<file path="src/rtl/operand_entry_ctrl.sv">
// operand_entry_ctrl: front-panel nibble entry of NUM_OPS operands, ALU
// launch with start/done handshake and timeout, and a paged hex display.
// In : clk, rst_n, key_enter_n/key_run_n/key_page_n (raw, active low),
//      sel_i, digit_i, oper_i, alu_done_i, result_i
// Out: operands_o, oper_o, start_o, busy_o, result_o, result_valid_o,
//      err_o, nib_ptr_o, disp_o
module operand_entry_ctrl #(
  parameter int WIDTH   = 32,
  parameter int NUM_OPS = 2,
  parameter int OPER_W  = 3,
  parameter int DIGITS  = 4,
  parameter int TIMEOUT = 255,
  localparam int NIBS   = WIDTH / 4,
  localparam int NIB_W  = (NIBS > 1) ? $clog2(NIBS) : 1
) (
  input  logic                     clk,
  input  logic                     rst_n,
  input  logic                     key_enter_n,
  input  logic                     key_run_n,
  input  logic                     key_page_n,
  input  logic [1:0]               sel_i,
  input  logic [3:0]               digit_i,
  input  logic [OPER_W-1:0]        oper_i,
  input  logic                     alu_done_i,
  input  logic [WIDTH-1:0]         result_i,
  output logic [NUM_OPS*WIDTH-1:0] operands_o,
  output logic [OPER_W-1:0]        oper_o,
  output logic                     start_o,
  output logic                     busy_o,
  output logic [WIDTH-1:0]         result_o,
  output logic                     result_valid_o,
  output logic                     err_o,
  output logic [NIB_W-1:0]         nib_ptr_o,
  output logic [4*DIGITS-1:0]      disp_o
);

  localparam int PW     = 4 * DIGITS;
  localparam int PAGES  = WIDTH / PW;
  localparam int PAGE_W = (PAGES > 1) ? $clog2(PAGES) : 1;
  localparam int CNT_W  = $clog2(TIMEOUT + 1);

  typedef enum logic {S_IDLE, S_WAIT} state_t;

  // Bit order in key vectors: [0] enter, [1] run, [2] page.
  logic [2:0] ks1, ks2, kprev, press;
  logic       enter_p, run_p, page_p;

  always_ff @(posedge clk or negedge rst_n) begin
    if (!rst_n) begin
      ks1   <= '1;
      ks2   <= '1;
      kprev <= '1;
    end else begin
      ks1   <= {key_page_n, key_run_n, key_enter_n};
      ks2   <= ks1;
      kprev <= ks2;
    end
  end

  // Falling edge of the synchronised key: one pulse per press.
  assign press   = ~ks2 & kprev;
  assign enter_p = press[0];
  assign run_p   = press[1];
  assign page_p  = press[2];

  logic [1:0]        sel_q;
  logic [PAGE_W-1:0] page_q;
  logic [WIDTH-1:0]  stg_q [NUM_OPS];
  logic [WIDTH-1:0]  stg_n [NUM_OPS];
  logic              sel_hit, wr_en;

  assign sel_hit = (sel_i == sel_q);
  assign wr_en   = enter_p & sel_hit & (int'(sel_q) < NUM_OPS);

  always_comb begin
    for (int i = 0; i < NUM_OPS; i++) begin
      stg_n[i] = stg_q[i];
      for (int n = 0; n < NIBS; n++) begin
        if (wr_en && int'(sel_q) == i && int'(nib_ptr_o) == n)
          stg_n[i][n*4 +: 4] = digit_i;
      end
    end
  end

  always_ff @(posedge clk or negedge rst_n) begin
    if (!rst_n) begin
      sel_q     <= '0;
      page_q    <= '0;
      nib_ptr_o <= '0;
      for (int i = 0; i < NUM_OPS; i++)
        stg_q[i] <= '0;
    end else begin
      for (int i = 0; i < NUM_OPS; i++)
        stg_q[i] <= stg_n[i];
      // First Enter on a new selection only selects.
      if (enter_p && !sel_hit) begin
        sel_q     <= sel_i;
        nib_ptr_o <= '0;
        page_q    <= '0;
      end else begin
        if (wr_en)
          nib_ptr_o <= (int'(nib_ptr_o) == NIBS - 1) ?
                       '0 : nib_ptr_o + 1'b1;
        if (page_p)
          page_q <= (int'(page_q) == PAGES - 1) ?
                    '0 : page_q + 1'b1;
      end
    end
  end

  logic [WIDTH-1:0]         src;
  logic [PW-1:0]            disp_n;
  logic [NUM_OPS*WIDTH-1:0] stg_flat;

  always_comb begin
    src = '0;
    for (int i = 0; i < NUM_OPS; i++)
      if (int'(sel_i) == i) src = stg_q[i];
    if (int'(sel_i) == NUM_OPS) src = result_o;
    disp_n = '0;
    for (int p = 0; p < PAGES; p++)
      if (int'(page_q) == p) disp_n = src[p*PW +: PW];
  end

  always_comb begin
    stg_flat = '0;
    for (int i = 0; i < NUM_OPS; i++)
      stg_flat[i*WIDTH +: WIDTH] = stg_q[i];
  end

  state_t           state_q;
  logic [CNT_W-1:0] cnt_q;

  always_ff @(posedge clk or negedge rst_n) begin
    if (!rst_n) begin
      state_q        <= S_IDLE;
      cnt_q          <= '0;
      operands_o     <= '0;
      oper_o         <= '0;
      start_o        <= 1'b0;
      busy_o         <= 1'b0;
      result_o       <= '0;
      result_valid_o <= 1'b0;
      err_o          <= 1'b0;
      disp_o         <= '0;
    end else begin
      disp_o <= disp_n;
      case (state_q)
        S_IDLE: begin
          if (run_p) begin
            operands_o     <= stg_flat;
            oper_o         <= oper_i;
            start_o        <= 1'b1;
            busy_o         <= 1'b1;
            result_valid_o <= 1'b0;
            err_o          <= 1'b0;
            cnt_q          <= '0;
            state_q        <= S_WAIT;
          end
        end
        S_WAIT: begin
          start_o <= 1'b0;
          // Done alongside start_o belongs to no launch of ours.
          if (alu_done_i && !start_o) begin
            result_o       <= result_i;
            result_valid_o <= 1'b1;
            busy_o         <= 1'b0;
            state_q        <= S_IDLE;
          end else if (cnt_q == CNT_W'(TIMEOUT - 1)) begin
            err_o   <= 1'b1;
            busy_o  <= 1'b0;
            state_q <= S_IDLE;
          end else begin
            cnt_q <= cnt_q + 1'b1;
          end
        end
        default: state_q <= S_IDLE;
      endcase
    end
  end

endmodule
</file>
<file path="config.mk">
export PLATFORM = sky130hd
export DESIGN_NAME = operand_entry_ctrl
export DESIGN_NICKNAME = d
export VERILOG_FILES = /design/src/rtl/operand_entry_ctrl.sv
export SDC_FILE = /design/constraint.sdc
export NUM_CORES = 1
export LEC_CHECK = 0
export ABC_AREA = 1
export CAP_MARGIN = 20
export CORE_MARGIN = 2
export CORE_UTILIZATION = 60
export CTS_CLUSTER_SIZE = 24
export DETAILED_ROUTE_END_ITERATION = 10
export DONT_BUFFER_PORTS = 1
export MAX_ROUTING_LAYER = met4
export PLACE_DENSITY = 0.79
export SYNTH_ARGS = -nofsm -noshare
export SYNTH_HDL_FRONTEND = slang
export SYNTH_SLANG_ARGS = --single-unit
</file>
<file path="constraint.sdc">
create_clock -name clk -period 1.7 [get_ports clk]
set_input_delay 0.425 -clock clk [delete_from_list [all_inputs] [get_ports clk]]
set_output_delay 0.425 -clock clk [all_outputs]
set_load 0.1 [all_outputs]
</file>
# Word level (Yosys, flattened, before mapping)
# Index checks and enable logic that the tools add are counted.
# totals
output_inout_bits,122
input_bits,47
regBits,207
elab_cells,121
# op_classes
eq_ne,18
n_reduce_logical,33
n_mux,29
n_lt_le_gt_ge,1
bitwise_logic,5
addsub,3
# op_table
operator,n
$mux 32,3
$mux 8,3
$logic_and 1x1->1,20
$mux 16,1
$pmux 8 s2,1
$mux 1,13
$eq 3x3->1 const B,4
$pmux 1 s2,5
$mux 3,3
$add 8x1->8 const B,1
$eq 8x8->1 const B,1
$reduce_and 2->1,4
$eq 2x2->1 const B,3
$eq 3x2->1 const B,2
$ne 2x2->1 const B,3
$reduce_and 3->1,2
$logic_not 2->1,2
$ne 2x1->1 const B,2
$reduce_bool 2->1,2
$add 3x1->3 const B,1
$and 3x3->3,1
$eq 3x1->1 const B,1
$logic_not 3->1,1
$ne 3x1->1 const B,1
7 further kinds,9

# Depth between registers and ports, before layout
# Gate-level depths: netlist of run 1.
# logic_depth
depth_word,6
ltp_mapped,9
ltp_nobuf,8

# Worst setup path after synthesis of run 1
# OpenSTA, ideal clock, no wires.
# synth_timing
path_type,register to register
startpoint,reg nib_ptr_o[0]
endpoint,"reg stg_q, in the netlist stg_flat[6]"
arrival_time_ns,1.824
path_slack_ns,-0.258
required_ns,1.565
path_buffers,0
stages_incl_launch_ff,7
setup_ns,0.135
cell_sequence,dfrtp_1 -> ha_1 -> inv_1 -> nor2_1 -> nand3_4 -> nand2_1 -> o21ai_0
# synth_between
elab_chain_len,2
# synth_lines
element,line_no,rtl
"start, declared",33,"output logic [NIB_W-1:0] nib_ptr_o,"
"start signal, assigned",102,nib_ptr_o <= (int'(nib_ptr_o) == NIBS - 1) ?
$eq 3x2->1,79,if (wr_en && int'(sel_q) == i && int'(nib_ptr_o) == n)
$logic_and 1x1->1,79,
"end signal, assigned by index",94,stg_q[i] <= stg_n[i];
"end, declared",68,logic [WIDTH-1:0] stg_q [NUM_OPS];
# No other way between the ends.
# A chain may end at the register's enable or synchronous reset.

# Worst setup path in the final report of run 1
# layout_timing
startpoint,reg kprev[0]
endpoint,"reg stg_q, in the netlist stg_flat[53]"
# layout_between
elab_chain_len,5
# layout_lines
element,line_no,rtl
"start, declared",45,"logic [2:0] ks1, ks2, kprev, press;"
"start signal, assigned",56,kprev <= ks2;
$and 3x3->3,61,assign press = ~ks2 & kprev;
$and 1x1->1 (2 in series),73,assign wr_en = enter_p & sel_hit & (int'(sel_q) < NUM_OPS);
$logic_and 1x1->1 (2 in series),79,
# No other way between the ends.

==> results of run 1 <==
final cells by class:
type	count	area [um2]
sequential	207	5200
fill	942	3600
multi-input combinational	595	2880
timing repair buffer	149	1230
clock buffer	32	649
inverter	115	438
tap	184	230
clock inverter	8	140
metal layers:
metal	GRT usage (%)	vias to the layer above	share of wire, %
met4	13.4	0	4.2
met3	7.09	77	9.8
li1	-	3330	-
met5	-	-	0
met1	42.0	3506	40
met2	49.6	406	46
timing repair:
item | in CTS | in global routing
endpoints found under the hold margin | 210 | 207
gates resized for setup | 1 | 2
setup endpoints to repair | 1 | 23
sequential cells by signal (all words and copies together), names as in the netlist, 2 cells and up:
name	count
stg_flat	64
ks2	3
nib_ptr_o	3
cnt_q	8
ks1	3
kprev	3
oper_o	3
disp_o	16
sel_q	2
operands_o	64
result_o	32
how the worst max path moves through the flow:
stage | from | endpoint | slack (ns) | cells past startpoint
CTS | kprev[0] | stg_flat[53] | 0.02 | 7
detailed placement | kprev[0] | stg_flat[62] | 0.1 | 7
floorplan | nib_ptr_o[0] | stg_flat[6] | 0.06 | 6
finish | kprev[0] | stg_flat[53] | -0.01 | 7
global route | kprev[0] | stg_flat[51] | -0.09 | 7
global placement | kprev[0] | stg_flat[46] | 0.18 | 7
power breakdown:
group	total [uW]	internal [uW]	switching, uW	leakage (uW)
clock network	5140	3250	1880	0.000390
registers	6200	5720	489	0.00275
logic	8460	1620	6840	0.00202
metrics by stage:
step           cell area, um2  total power [uW]  utilization (%)
2_1_floorplan            8730             12600                -
3_3_place_gp             9930             14500             69.1
3_5_place_dp             9930             14600             69.1
4_1_cts                 10800             19800             74.9
5_1_grt                 10800             20500             74.9
6_report                10800             19800             74.9
critical path: cells and delay by family, from the launching register on:
family	cells	cell delay (ns)
AO/OA/AOI/OAI	1	0.11
buffers and inverters	2	0.24
AND/OR/NAND/NOR	4	0.69
flip-flops	1	0.52
cells by family (layout without fill, tap and decap cells):
kind of cell               Yosys count  count (layout)  synth area share (%)
xor gates and xnor gates             2               2                 0.201
buffers and inverters              158             304                  7.66
AOI/OAI and AO/OA                  221             221                  12.9
and+or+nand+nor                    364             364                  18.5
DFF                                207             207                  59.5
adders and majority gates            8               8                  1.15
cell usage in the layout, fill, tap and decap left out, drive strengths merged, types with 4 or more instances in the layout:
master  synthesis  layout
nand2         251     251
o22ai          14      14
dfrtp         198     198
buf            26     146
bufinv          0       4
clkinv          1       5
clkbuf         17      32
nand3          50      50
inv           114     114
dfstp           9       9
o21ai         202     202
ha              8       8
nor2           60      60
==> impl_metrics.yaml, run 1 <==
worst_hold_path:
  min_path_type: "in -> async"
yosys:
  synth_commonest_cells: "249 x nand2_1, 198 x dfrtp_1, 188 x o21ai_0"
  synth-edff-count: 0
  netlist.area_leader.share_pct: 56.8
  syn_area_per_cell_um2: 9.08
  ys_types: 30
  ys_ff_latch: 207
  async_reset_ff_share_pct: 100
  synth_warnings: 0
  synth_area_leader_cell: "dfrtp_1"
  synthCells: 960
  synth.area.top_cells: "dfrtp_1 57%, o21ai_0 11%, nand2_1 11%"
  ys.flop_type: "dfrtp_1"
  yosysSeqAreaShare_pct: 59.5
  synth_most_common_cell: "nand2_1"
  synth_fp_nets: 1015
  syn_area_um2: 8720
drt:
  drt-initial-drc-count: 646
  drt-wirelength-per-cell_um: 18.6
  post-route-drc-count: 0
  drt-pass1-iter-count: 6
  via_per_inst: 5.67
  antenna_left: 0
  routed_wl_um: 24000
  vias: 7319
place:
  hpwlAfterDp_um: 16100
  routabilityCongestion: 0.917
  placed_cells: 1247
  pre_cts_ws_ns: 0.0974
  port_buffers: 0
floorplan:
  start_util_pct: 60.7
  row_count: 44
  die_area_um2: 15500
  io_pins: 169
  core_area_um2: 14400
  dieWidth_um: 125
  die_h_um: 125
layout:
  antenna_cells: 0
  nets: 1145
  fin_cells: 1290
  syn_to_final_growth_pct: 23.5
  drive_gt1_share_pct: 19.9
critical_path:
  critPathRequiredTime_ns: 2.06
  r2r.worst_path.cells: 7
  reg2reg_slack_ns: -0.01
  critPathSlowestCell: "dfstp_2"
  criticalPathCategory: "reg -> reg"
  worst-path-max-fanout: 13
  worstReg2RegStart: "kprev[0]"
  r2r_end: "stg_flat[53]"
  cp_data_arrival_time_ns: 2.08
  start_kind: "flop"
  max_stage_delay_ns: 0.52
  crit_chain: "inv_1 -> nor2_4 -> nand3_4 -> inv_6 -> nand3_1 -> nand2_1 -> o21ai_0"
  crit_path_end_kind: "flop"
clock_network:
  cts_sinks: 207
  cts_made_buffers: 22
  htreeDepth: 1
  clk_latency_ns: 0.50
  hold_buffers: 3
  clk_pin_slew_worst_paths_ns: 0.06
  cts.path.max_buffers: 3
  clockRootBuffer: "clkbuf_16"
  cts_setup_buffers: 0
  cts_tree: "yes"
power:
  p_leak_uw: 0.00516
  ir_drop_mv: 1.58
  power_density_nw_per_um2: 1840
timing:
  worstMarginPinSlew_ns: 0.552
  setup_viol: 1
  slew_headroom_pct: 63.1
  finalSetupTns_ns: -0.0125
  holdWs_ns: -0.375
  final_max_slew_viol_count: 0
  worst_slack_ns: -0.0125
  rsz0062_at_grt: "yes"
  clock_skew_ns: 0.0146
  period_share_pct: 101
  max_freq_ghz: 0.584
  finalHoldViolCount: 207
  period_needed_ns: 1.71
outcome:
  violations: "hold timing, setup timing"
  status: "finished, violations left"
global_routing:
  grt_pass1_wl_um: 38600
  grt_start_max_net_pins: 208
  grt_antenna_before_repair: 0
  globalRouteTotalUtil_pct: 32.2
  grt_overflow: 0
  first_global_vias: 7240
run:
  drv_cap: 0
Note: power is estimated with default switching activity, not from simulation.
==> run 2, diff against run 1 <==
- CELL_PAD_IN_SITES_DETAIL_PLACEMENT: unset -> 2
- CELL_PAD_IN_SITES_GLOBAL_PLACEMENT: unset -> 2
- CORE_UTILIZATION: 60 -> 38
- PLACE_DENSITY: 0.79 -> 0.81
==> run 2 against run 1 <==
Compared with the run above: worst hold slack got worse by 0.025 ns; the flow still finishes with violations (hold timing, setup timing); first-iteration DRC count fell by 32%; final cell count rose by 8.5%; critical path type unchanged; worst setup slack got worse by 0.056 ns; total power rose by 1.5%; largest power group unchanged; global-route usage fell by 2.3 points.
==> impl_metrics.yaml, run 2 (synthesis results as in run 1) <==
timing:
  period_share_pct: 104
  finalHoldViolCount: 207
  slew_headroom_pct: 60.2
  final_max_slew_viol_count: 0
  setup_viol: 1
  rsz0062_at_grt: "yes"
  max_freq_ghz: 0.566
  worstMarginPinSlew_ns: 0.596
  holdWs_ns: -0.400
  worst_slack_ns: -0.0683
  clock_skew_ns: 0.0156
  period_needed_ns: 1.77
critical_path:
  critPathSlowestCell: "dfrtp_1"
  reg2reg_slack_ns: -0.07
  critPathRequiredTime_ns: 2.07
  path_delay_family: "flip-flops"
  worstReg2RegStart: "state_q"
  start_kind: "flop"
  cp_data_arrival_time_ns: 2.14
  r2r.worst_path.cells: 5
  criticalPathCategory: "reg -> reg"
  r2r_end: "operands_o[40]"
  crit_chain: "inv_2 -> nand2_2 -> nand2_8 -> buf_12 -> o21ai_0"
  path_buf_inv: 2
  crit_path_end_kind: "flop"
  max_stage_delay_ns: 0.49
  worst-path-max-fanout: 55
power:
  p_leak_uw: 0.00516
  intPower_uw: 10300
  power_frac_comb_pct: 43.2
  power_density_nw_per_um2: 1840
  pwr-share-seq_pct: 31.5
  p_sw_uw: 9800
  switching_share_pct: 48.8
  clockPowerShare_pct: 25.3
  ir_drop_mv: 1.02
clock_network:
  cts_tree: "yes"
  clk_latency_ns: 0.52
  cts.path.max_buffers: 3
  cts_made_buffers: 24
  hold_buffers: 3
  htreeDepth: 1
  clockRootBuffer: "clkbuf_16"
  clk_pin_slew_worst_paths_ns: 0.07
  cts_sinks: 207
outcome:
  violations: "hold timing, setup timing"
  status: "finished, violations left"
floorplan:
  start_util_pct: 38.6
  dieWidth_um: 155
  die_h_um: 155
  core_area_um2: 22600
  io_pins: 169
  row_count: 55
  die_area_um2: 24200
place:
  pre_cts_ws_ns: 0.0141
  routabilityCongestion: 0.791
  port_buffers: 0
  placed_area_um2: 10000
  hpwlAfterDp_um: 22100
drt:
  vias: 7587
  drt-wirelength-per-cell_um: 24.9
  routed_wl_um: 34900
  via_per_inst: 5.42
  drt-pass1-iter-count: 4
  post-route-drc-count: 0
  antenna_left: 0
  drt-initial-drc-count: 439
layout:
  final_area_um2: 10900
  final_cell_mix: "249 x nand2_1, 194 x dfrtp_1, 184 x o21ai_0"
  nets: 1152
  drive_gt1_share_pct: 20.4
  final_common_cell: "nand2_1"
  syn_to_final_growth_pct: 25.3
  antenna_cells: 0
worst_hold_path:
  min_path_type: "in -> async"
global_routing:
  grt_antenna_before_repair: 0
  grt_pass1_wl_um: 53100
  globalRouteTotalUtil_pct: 30.0
  grt_start_max_net_pins: 208
  first_global_vias: 8593
  grt_overflow: 0
run:
  drv_cap: 0
## run 2: cell count changes in the layout (fill, tap and decap cells not counted), sizes merged
cell / previous run / this run
clkinv: 5 / 3
clkbuf: 32 / 42
bufinv: 4 / 0
buf: 146 / 151
## run 2: worst register-to-register path: stages (launching register included)
cell and delay [ns]:
dfrtp_1 0.49, inv_2 0.15, nand2_2 0.19, nand2_8 0.12, buf_12 0.21, o21ai_0 0.45
## run 2: final cells by class
cell class | instances | area, um2
clock buffer | 42 | 749
sequential | 207 | 5200
inverter | 115 | 445
multi-input combinational | 595 | 2920
tap | 285 | 357
fill | 2396 | 11600
timing repair buffer | 154 | 1260
clock inverter | 2 | 10.0
## run 2: per-layer routing
metal	global-route usage (%)	up-vias	share of wire [%]
met1	34.8	3924	38
met5	-	-	0
met2	51.9	242	51
li1	-	3332	-
met3	4.90	89	5.1
met4	12.0	0	5.0
## run 2: worst max-delay path by stage
stage                      start              to  slack [ns]  cells after the start
floorplan           nib_ptr_o[0]     stg_flat[6]        0.06                      6
global placement        kprev[0]    stg_flat[60]        0.16                      7
detailed placement      cnt_q[0]        cnt_q[2]        0.01                      7
CTS                     kprev[0]    stg_flat[50]      -0.002                      7
global route             state_q  operands_o[40]       -0.12                      5
finish                   state_q  operands_o[40]       -0.07                      5
## run 2: through the flow
step | hold slack [ns] | cells | power, uW | utilization (%) | setup TNS [ns]
floorplan | 0.129 | 960 | 12600 | - | 0
global placement | 0.137 | 1351 | 14500 | 44.5 | 0
detailed placement | 0.138 | 1351 | 14800 | 44.5 | 0
CTS | -0.413 | 1398 | 20100 | 48.0 | -0.00362
global route | -0.420 | 1400 | 20800 | 48.4 | -0.150
finish | -0.400 | 1400 | 20100 | 48.4 | -0.0683
## run 2: what timing repair did
action | CTS | global route
pin swaps | 0 | 0
setup buffers | 0 | 2
hold endpoints to repair | 210 | 207
endpoints found under the setup margin | 18 | 31
gates resized for setup | 7 | 14
## run 2: power by group through the flow
stage          Clock [uW]  Sequential (uW)  Combinational [uW]
3_5_place_dp            0             6350                8480
6_report             5080             6320                8690
2_1_floorplan           0            10800                1800
3_3_place_gp            0             6280                8270
5_1_grt              5340             6400                9080
4_1_cts              5160             6310                8640
